===== src/rtl/ldl_fifo_pkg.sv =====
// Shared sizing helpers for the ldl FIFO family.
// Level width covers RAM words plus the read in flight and the output buffer.
package ldl_fifo_pkg;

  localparam int unsigned OB_DEPTH = 2;
  localparam int unsigned OB_CW    = 2;
  localparam int unsigned OCW      = OB_CW + 1;

  function automatic int unsigned addr_w(input int unsigned depth);
    return (depth > 1) ? $clog2(depth) : 1;
  endfunction

  function automatic int unsigned level_w(input int unsigned depth);
    return $clog2(depth + OB_DEPTH + 1);
  endfunction

endpackage


===== src/rtl/ldl_fifo_obuf.sv =====
// Two-entry registered output buffer that absorbs the RAM read latency.
// dout/valid are registered from next-state values, so there is no path from din.
module ldl_fifo_obuf
  import ldl_fifo_pkg::*;
#(
  parameter int unsigned DW = 8
) (
  input  logic             clk,
  input  logic             rst_n,
  input  logic             push,
  input  logic [DW-1:0]    din,
  input  logic             pop,
  output logic             valid,
  output logic [DW-1:0]    dout,
  output logic [OB_CW-1:0] count
);

  logic [DW-1:0]    mem   [OB_DEPTH];
  logic [DW-1:0]    mem_n [OB_DEPTH];
  logic             head, head_n;
  logic             tail, tail_n;
  logic [OB_CW-1:0] cnt_n;

  // Next-state: a push into a full buffer only happens alongside a pop of the head slot.
  always_comb begin
    mem_n  = mem;
    head_n = head;
    tail_n = tail;
    cnt_n  = count + OB_CW'(push) - OB_CW'(pop);
    if (push) begin
      mem_n[tail] = din;
      tail_n      = ~tail;
    end
    if (pop) begin
      head_n = ~head;
    end
  end

  always_ff @(posedge clk or negedge rst_n) begin
    if (!rst_n) begin
      mem   <= '{default: '0};
      head  <= 1'b0;
      tail  <= 1'b0;
      count <= '0;
      valid <= 1'b0;
      dout  <= '0;
    end else begin
      mem   <= mem_n;
      head  <= head_n;
      tail  <= tail_n;
      count <= cnt_n;
      valid <= (cnt_n != '0);
      dout  <= mem_n[head_n];
    end
  end

endmodule


===== src/rtl/ldl_sfifo_ctrl.sv =====
// Valid/ready FIFO controller in front of a 1-cycle-read simple dual-port RAM.
// Capacity is DEPTH RAM words plus the 2-entry output buffer.
module ldl_sfifo_ctrl
  import ldl_fifo_pkg::*;
#(
  parameter int unsigned DW    = 8,
  parameter int unsigned DEPTH = 10,
  parameter int unsigned AW    = addr_w(DEPTH),
  parameter int unsigned CW    = level_w(DEPTH)
) (
  input  logic          clk,
  input  logic          rst_n,
  input  logic          in_valid,
  output logic          in_ready,
  input  logic [DW-1:0] in_data,
  output logic          out_valid,
  input  logic          out_ready,
  output logic [DW-1:0] out_data,
  output logic [CW-1:0] level,
  output logic          ram_we,
  output logic [AW-1:0] ram_wa,
  output logic [DW-1:0] ram_din,
  output logic          ram_re,
  output logic [AW-1:0] ram_ra,
  input  logic [DW-1:0] ram_dout
);

  localparam logic [AW-1:0] LAST = AW'(DEPTH - 1);
  localparam logic [CW-1:0] FULL = CW'(DEPTH);

  logic [AW-1:0]    wptr;
  logic [AW-1:0]    rptr;
  logic [CW-1:0]    ram_cnt;
  logic [CW-1:0]    ram_cnt_n;
  logic             rd_pend;
  logic [OB_CW-1:0] ob_cnt;
  logic [OB_CW-1:0] ob_cnt_n;
  logic [OCW-1:0]   ob_occ;
  logic             wr;
  logic             pop;

  assign wr  = in_valid & in_ready;
  assign pop = out_valid & out_ready;

  // Issue a read only when the buffer is guaranteed a free slot when the data lands.
  assign ob_occ = OCW'(ob_cnt) + OCW'(rd_pend) - OCW'(pop);
  assign ram_re = (ram_cnt != '0) & (ob_occ < OCW'(OB_DEPTH));

  assign ram_we  = wr;
  assign ram_wa  = wptr;
  assign ram_din = wr ? in_data : '0;
  assign ram_ra  = rptr;

  assign ram_cnt_n = ram_cnt + CW'(wr) - CW'(ram_re);
  assign ob_cnt_n  = ob_cnt + OB_CW'(rd_pend) - OB_CW'(pop);

  // Pointers wrap by compare so DEPTH need not be a power of two.
  always_ff @(posedge clk or negedge rst_n) begin
    if (!rst_n) begin
      wptr     <= '0;
      rptr     <= '0;
      ram_cnt  <= '0;
      rd_pend  <= 1'b0;
      in_ready <= 1'b1;
      level    <= '0;
    end else begin
      if (wr) begin
        wptr <= (wptr == LAST) ? '0 : wptr + AW'(1);
      end
      if (ram_re) begin
        rptr <= (rptr == LAST) ? '0 : rptr + AW'(1);
      end
      ram_cnt  <= ram_cnt_n;
      rd_pend  <= ram_re;
      in_ready <= (ram_cnt_n != FULL);
      level    <= ram_cnt_n + CW'(ram_re) + CW'(ob_cnt_n);
    end
  end

  ldl_fifo_obuf #(
    .DW (DW)
  ) u_obuf (
    .clk   (clk),
    .rst_n (rst_n),
    .push  (rd_pend),
    .din   (ram_dout),
    .pop   (pop),
    .valid (out_valid),
    .dout  (out_data),
    .count (ob_cnt)
  );

endmodule


===== config.mk =====
export PLATFORM = sky130hd
export DESIGN_NAME = ldl_sfifo_ctrl
export DESIGN_NICKNAME = d
export VERILOG_FILES = /design/src/rtl/ldl_fifo_pkg.sv /design/src/rtl/ldl_fifo_obuf.sv /design/src/rtl/ldl_sfifo_ctrl.sv
export SDC_FILE = /design/constraint.sdc
export NUM_CORES = 1
export LEC_CHECK = 0
export CELL_PAD_IN_SITES_DETAIL_PLACEMENT = 1
export CELL_PAD_IN_SITES_GLOBAL_PLACEMENT = 1
export CORE_ASPECT_RATIO = 1.5
export CORE_MARGIN = 4
export CORE_UTILIZATION = 30
export CTS_CLUSTER_DIAMETER = 60
export CTS_CLUSTER_SIZE = 20
export DETAILED_ROUTE_END_ITERATION = 7
export PLACE_DENSITY_LB_ADDON = 0.1
export SLEW_MARGIN = 15
export SYNTH_ARGS = -nofsm -noshare
export SYNTH_HDL_FRONTEND = slang
export SYNTH_SLANG_ARGS = --single-unit

===== constraint.sdc =====
create_clock -name clk -period 3.8 [get_ports clk]
set_clock_uncertainty 0.1 [all_clocks]
set_input_delay 0.57 -clock clk [delete_from_list [all_inputs] [get_ports clk]]
set_output_delay 0.57 -clock clk [all_outputs]
set_load 0.01 [all_outputs]

==> impl_metrics.yaml, run 1 <==
clock_network:
  clk_pin_slew_worst_paths_ns: 0.09
  ctsHtreeMaxLevel: 2
  postCtsHoldBufs: 0
  cts_tree: "built"
  insertion_delay_ns: 0.30
  cts_buffers: 5
  cts.sinks: 47
  cts_max_path_buffers: 2
  root_buffer: "clkbuf_8"
die:
  start_util: 0.312
  die_w_um: 79.5
  die-area_um2: 9170
  design.portCount: 52
  dieHeight_um: 115
  rows: 38
  design.core.area_um2: 7370
sta:
  fmax_ghz: 0.273
  grt_setup_unrepaired: "no"
  min_period_over_period: 0.963
  slew_headroom: 0.566
  hold_viol_final: 0
  min_period_ns: 3.66
  tightest_slew_ns: 0.651
  setup_viol: 0
  timing.final.max_slew_violations: 0
  hold_ws_ns: 0.0728
yosys:
  yosys-top-cells-area: "dfrtp_1, nand2_1, mux2_2"
  syn-cell-area_um2: 2300
  synth_common_cells: "dfrtp_1, nand2_1, inv_1, mux2_2"
  synth_most_common_cell: "dfrtp_1"
  synth-edff-count: 0
  syn_inst: 211
  synthArstFlopShare: 1.00
  synth-xor-area-share: 0.0533
  ys_seq_area_frac: 0.511
  yosys_warnings: 0
  synth_top_family_by_area: "simple AND/OR/NAND/NOR gates"
  synth_nets: 243
  synthSimpleGateAreaFrac: 0.168
  yosys.area.top_type: "dfrtp_1"
  synth_compound_area_frac: 0.102
  yosys.area_share.adder: 0.0783
  synth_cell_types: 39
  synth_top_area_share: 0.500
  ys.flop_type: "dfrtp_1"
  ys_ff_latch: 47
  syn_area_per_cell_um2: 10.9
  yosys-mux-area-fraction: 0.0440
routing:
  wl_per_cell_um: 15.8
  drt_iter0_markers: 58
  via_count: 1824
  antenna_left: 0
  wl_mm: 5.85
  drt_first_pass_iters: 4
  viasPerCell: 4.92
  drc: 0
worst_setup_path:
  critPathKind: "input pin to flip-flop"
  start_kind: "input pin"
  worstSetupEndpointType: "flip-flop"
  critPathMaxFanout: 3
  worst_ep_arrival_time_ns: 3.76
  reg2reg_depth: 15
  worstPathRequired_ns: 3.90
placed_design:
  dp_hpwl_mm: 4.18
  io_buffer_count: 51
  place_area_um2: 2980
  globalplace.congestion: 0.698
power:
  leakagePower_nw: 1.35
  peakVddDrop_v: 0.000621
  finalPower_w: 0.00334
  power_density_nw_per_um2: 1080
finish:
  drive_above_1_share: 0.151
  final_core_util: 0.420
  final_nets: 302
  fin_area_um2: 3090
  nFillCells: 843
  antenna_cells: 0
  areaGrowthSynthToFinish_pct: 34.4
global_route:
  grt_pass1_vias: 1928
  antenna_found_initial: 0
  grt-ovfl-total: 0
  grt.total_usage: 0.138
  grt_pass1_wl_mm: 9.69
  grt_max_degree: 33
flow_run:
  cap_violations: 0
worst_hold_path:
  hp-class: "input pin to async pin"
status:
  status: "finished clean"
metal layers:
layer,wire [µm],up-vias,GRT usage
met5,0,-,0
met1,2320,942,0.155
li1,-,848,-
met4,75,0,0.0505
met2,3260,27,0.253
met3,183,7,0.0306
layout make-up:
cell class / instances / area [µm²] / share of cell area
multi-input cells: 139 / 1050 / 0.340
inverters: 17 / 66.3 / 0.0214
repair buffers: 60 / 572 / 0.185
well taps: 100 / 125 / 0.0404
flip-flops and latches: 47 / 1180 / 0.381
clock buffers: 8 / 100 / 0.0323
cells in the final DEF (no fill, tap or decap), types with 2 or more instances in the layout:
master	instances
and3_1	8
buf_4	9
nand3b_1	8
inv_2	2
xor2_1	3
a32oi_1	8
nand2b_1	2
a21o_1	2
nor2b_1	5
nand3_1	4
mux2_2	9
ha_1	7
o21ai_0	2
nand2_1	37
clkdlybuf4s50_1	49
fa_2	4
dfrtp_1	46
clkbuf_8	7
and2_1	2
o22ai_1	8
inv_1	14
xnor2_1	5
a31oi_1	8
report_power, final:
part | internal (W) | switching [W] | total (W)
combinational | 0.00104 | 0.000981 | 0.00202
sequential | 0.000792 | 0.000194 | 0.000985
clock | 0.000166 | 0.000167 | 0.000333
total | 0.00200 | 0.00134 | 0.00334
path summary, 6_finish.rpt:
kind                                from             end  slack (ns)
min in group clk           u_obuf.mem[0]   u_obuf.mem[0]        0.38
max in group asynchronous          rst_n   u_obuf.mem[9]        2.77
min                                rst_n  u_obuf.dout[5]        0.07
max reg2reg                 u_obuf.valid        level[1]        0.19
min reg2reg                u_obuf.mem[0]   u_obuf.mem[0]        0.38
max                            out_ready        level[1]        0.14
sequential cells by signal, indices dropped and copies added, names as in the netlist:
register      flops
u_obuf.tail       1
ram_cnt           4
u_obuf.mem       16
u_obuf.count      2
rd_pend           1
u_obuf.valid      1
ram_wa            4
in_ready          1
level             4
u_obuf.dout       8
ram_ra            4
u_obuf.head       1
what timing repair did:
item | CTS | global route
gates resized for setup | 6 | 1
setup buffers | 0 | 0
setup endpoints to repair | 4 | 2
pin swaps | 4 | 1
endpoints found under the hold margin | 0 | 0
through the flow:
step | setup slack [ns] | cells | TNS [ns]
final | 0.139 | 371 | 0
after global routing | 0.0102 | 371 | 0
after CTS | 0.107 | 371 | 0
after detailed placement | -0.458 | 363 | -1.63
after global placement | -0.354 | 363 | -1.32
after floorplan | 0.0211 | 211 | 0
logic make-up (layout without fill, tap and decap cells):
group | count (synthesis) | after routing
muxes | 9 | 9
DFF | 47 | 47
adders and majority gates | 12 | 12
AOI/OAI and AO/OA | 33 | 33
and+or+nand+nor | 74 | 74
buffers and inverters | 25 | 85
xor gates and xnor gates | 11 | 11
worst max-delay path, stage by stage:
cell and delay [ns]:
dlygate4sd2_1 0.24, and2_4 0.14, ha_1 0.26, inv_1 0.04
ha_1 0.16, inv_1 0.07, fa_2 0.47, nand3_4 0.11
inv_4 0.03, ha_1 0.26, inv_1 0.04, ha_2 0.17
fa_2 0.57, inv_2 0.06, fa_2 0.53, inv_1 0.04
Power figures use the tool's default switching activity.
==> run 2, diff against run 1 <==
- CTS_BUF_LIST: default -> sky130_fd_sc_hd__clkbuf_8
- PLACE_DENSITY: default -> 0.77
- PLACE_DENSITY_LB_ADDON: 0.1 -> default
==> impl_metrics.yaml, run 2 (synthesis results as in run 1) <==
worst_hold_path:
  hp-class: "input pin to async pin"
power:
  peakVddDrop_v: 0.000939
  leakagePower_nw: 1.37
  finalPower_w: 0.00357
  power_density_nw_per_um2: 1130
placed_design:
  dp_hpwl_mm: 3.96
  io_buffer_count: 51
  globalplace.congestion: 0.763
  dpl_worst_slack_ns: -0.492
clock_network:
  cts.sinks: 47
  cts_buffers: 5
  cts_tree: "built"
  root_buffer: "clkbuf_8"
  insertion_delay_ns: 0.30
  clk_pin_slew_worst_paths_ns: 0.09
  cts_max_path_buffers: 2
  ctsHtreeMaxLevel: 2
finish:
  reg_top3: "u_obuf.mem x16, u_obuf.dout x8"
  regMostFlops: "u_obuf.mem"
  final_nets: 304
  drive_above_1_share: 0.169
  final_common_cell: "clkdlybuf4s50_1"
  final_cell_mix: "clkdlybuf4s50_1, dfrtp_1, nand2_1"
  areaGrowthSynthToFinish_pct: 37.0
  antenna_cells: 0
  largest_reg_flops: 16
routing:
  wl_met1_mm: 2.48
  antenna_left: 0
  drt_iter0_markers: 97
  drc: 0
  top_layer_used: "met4"
  drt_first_pass_iters: 4
  wl_met3_um: 194
  wl_mm: 5.74
  wl_per_cell_um: 15.4
  via_count: 1763
  met2_length_mm: 2.99
  viasPerCell: 4.74
worst_setup_path:
  start_kind: "input pin"
  critPathMaxFanout: 3
  r2r_slack_ns: 0.17
  worstPathRequired_ns: 3.90
  startpoint: "out_ready"
  worstSetupEndpointType: "flip-flop"
  critPathKind: "input pin to flip-flop"
  reg2reg_depth: 15
  worst_ep_arrival_time_ns: 3.79
  r2r_start: "u_obuf.valid"
  r2r_end: "level[1]"
status:
  status: "finished clean"
sta:
  fmax_ghz: 0.271
  setup_viol: 0
  min_period_ns: 3.69
  timing.final.max_slew_violations: 0
  min_period_over_period: 0.971
  tightest_slew_ns: 0.618
  fin_ws_ns: 0.111
  grt_setup_unrepaired: "no"
  slew_headroom: 0.588
  hold_viol_final: 0
die:
  die_w_um: 79.5
  die-area_um2: 9170
  rows: 38
  start_util: 0.312
  dieHeight_um: 115
  design.core.area_um2: 7370
  design.portCount: 52
global_route:
  grt_pass1_wl_mm: 9.67
  antenna_found_initial: 0
  grt_pass1_vias: 1901
  grt_max_degree: 48
  grt-ovfl-total: 0
  grt.total_usage: 0.136
flow_run:
  cap_violations: 0
==> run 2: cell types whose count changed in the layout (fill, tap and decap cells not counted), sizes merged <==
cell / before / now
clkbuf: 8 / 5
buf: 10 / 12
bufinv: 0 / 1
inv: 17 / 18
==> run 2: cell type report <==
cell class | count | area (µm²)
Timing Repair Buffer | 62 | 589
Clock inverter | 2 | 33.8
Sequential cell | 47 | 1180
Tap cell | 100 | 125
Clock buffer | 5 | 68.8
Multi-Input combinational cell | 139 | 1090
Inverter | 17 | 66.3
Fill cell | 815 | 4220
==> run 2: per-stage QoR <==
step | hold WS, ns | cell area, µm² | utilization | instances | setup TNS (ns)
final | 0.162 | 3150 | 0.428 | 372 | 0
after global routing | 0.206 | 3150 | 0.428 | 372 | 0
after CTS | 0.384 | 3130 | 0.425 | 372 | 0
after detailed placement | 0.362 | 2980 | 0.405 | 363 | -1.84
after global placement | 0.359 | 2980 | 0.405 | 363 | -1.26
after floorplan | 0.174 | 2320 | - | 211 | 0
==> run 2: how the worst max path moves through the flow <==
stage / end / slack [ns] / depth (start not counted)
after CTS: level[1] / 0.03 / 17
after global routing: level[1] / 0.02 / 17
after global placement: level[2] / -0.34 / 17
after detailed placement: level[2] / -0.49 / 17
after floorplan: level[2] / 0.02 / 15
final: level[1] / 0.11 / 16
==> run 2: power breakdown <==
part,leakage [nW],switching (W),internal [W]
clock,0.0554,0.000169,0.000190
sequential,0.556,0.000187,0.000792
combinational,0.755,0.00107,0.00116
==> run 2: per-layer routing <==
layer	vias up	track usage
li1	845	-
met1	884	0.171
met2	28	0.231
met3	6	0.0313
met4	0	0.0413
met5	-	0
==> run 2: critical path: stages <==
cell           delay, ns
dlygate4sd2_1       0.24
and2_4              0.14
ha_1                0.27
inv_1               0.04
ha_1                0.16
inv_1               0.07
fa_2                0.46
nand3_4             0.12
inv_4               0.04
ha_4                0.25
inv_2               0.04
ha_4                0.15
fa_2                0.59
inv_2               0.07
fa_2                0.53
inv_1               0.04
==> run 2: what timing repair did <==
item | CTS | global route
gates resized for setup | 9 | 3
setup endpoints to repair | 4 | 4
setup buffers | 2 | 0
hold buffers | 0 | 0
pin swaps | 7 | 6
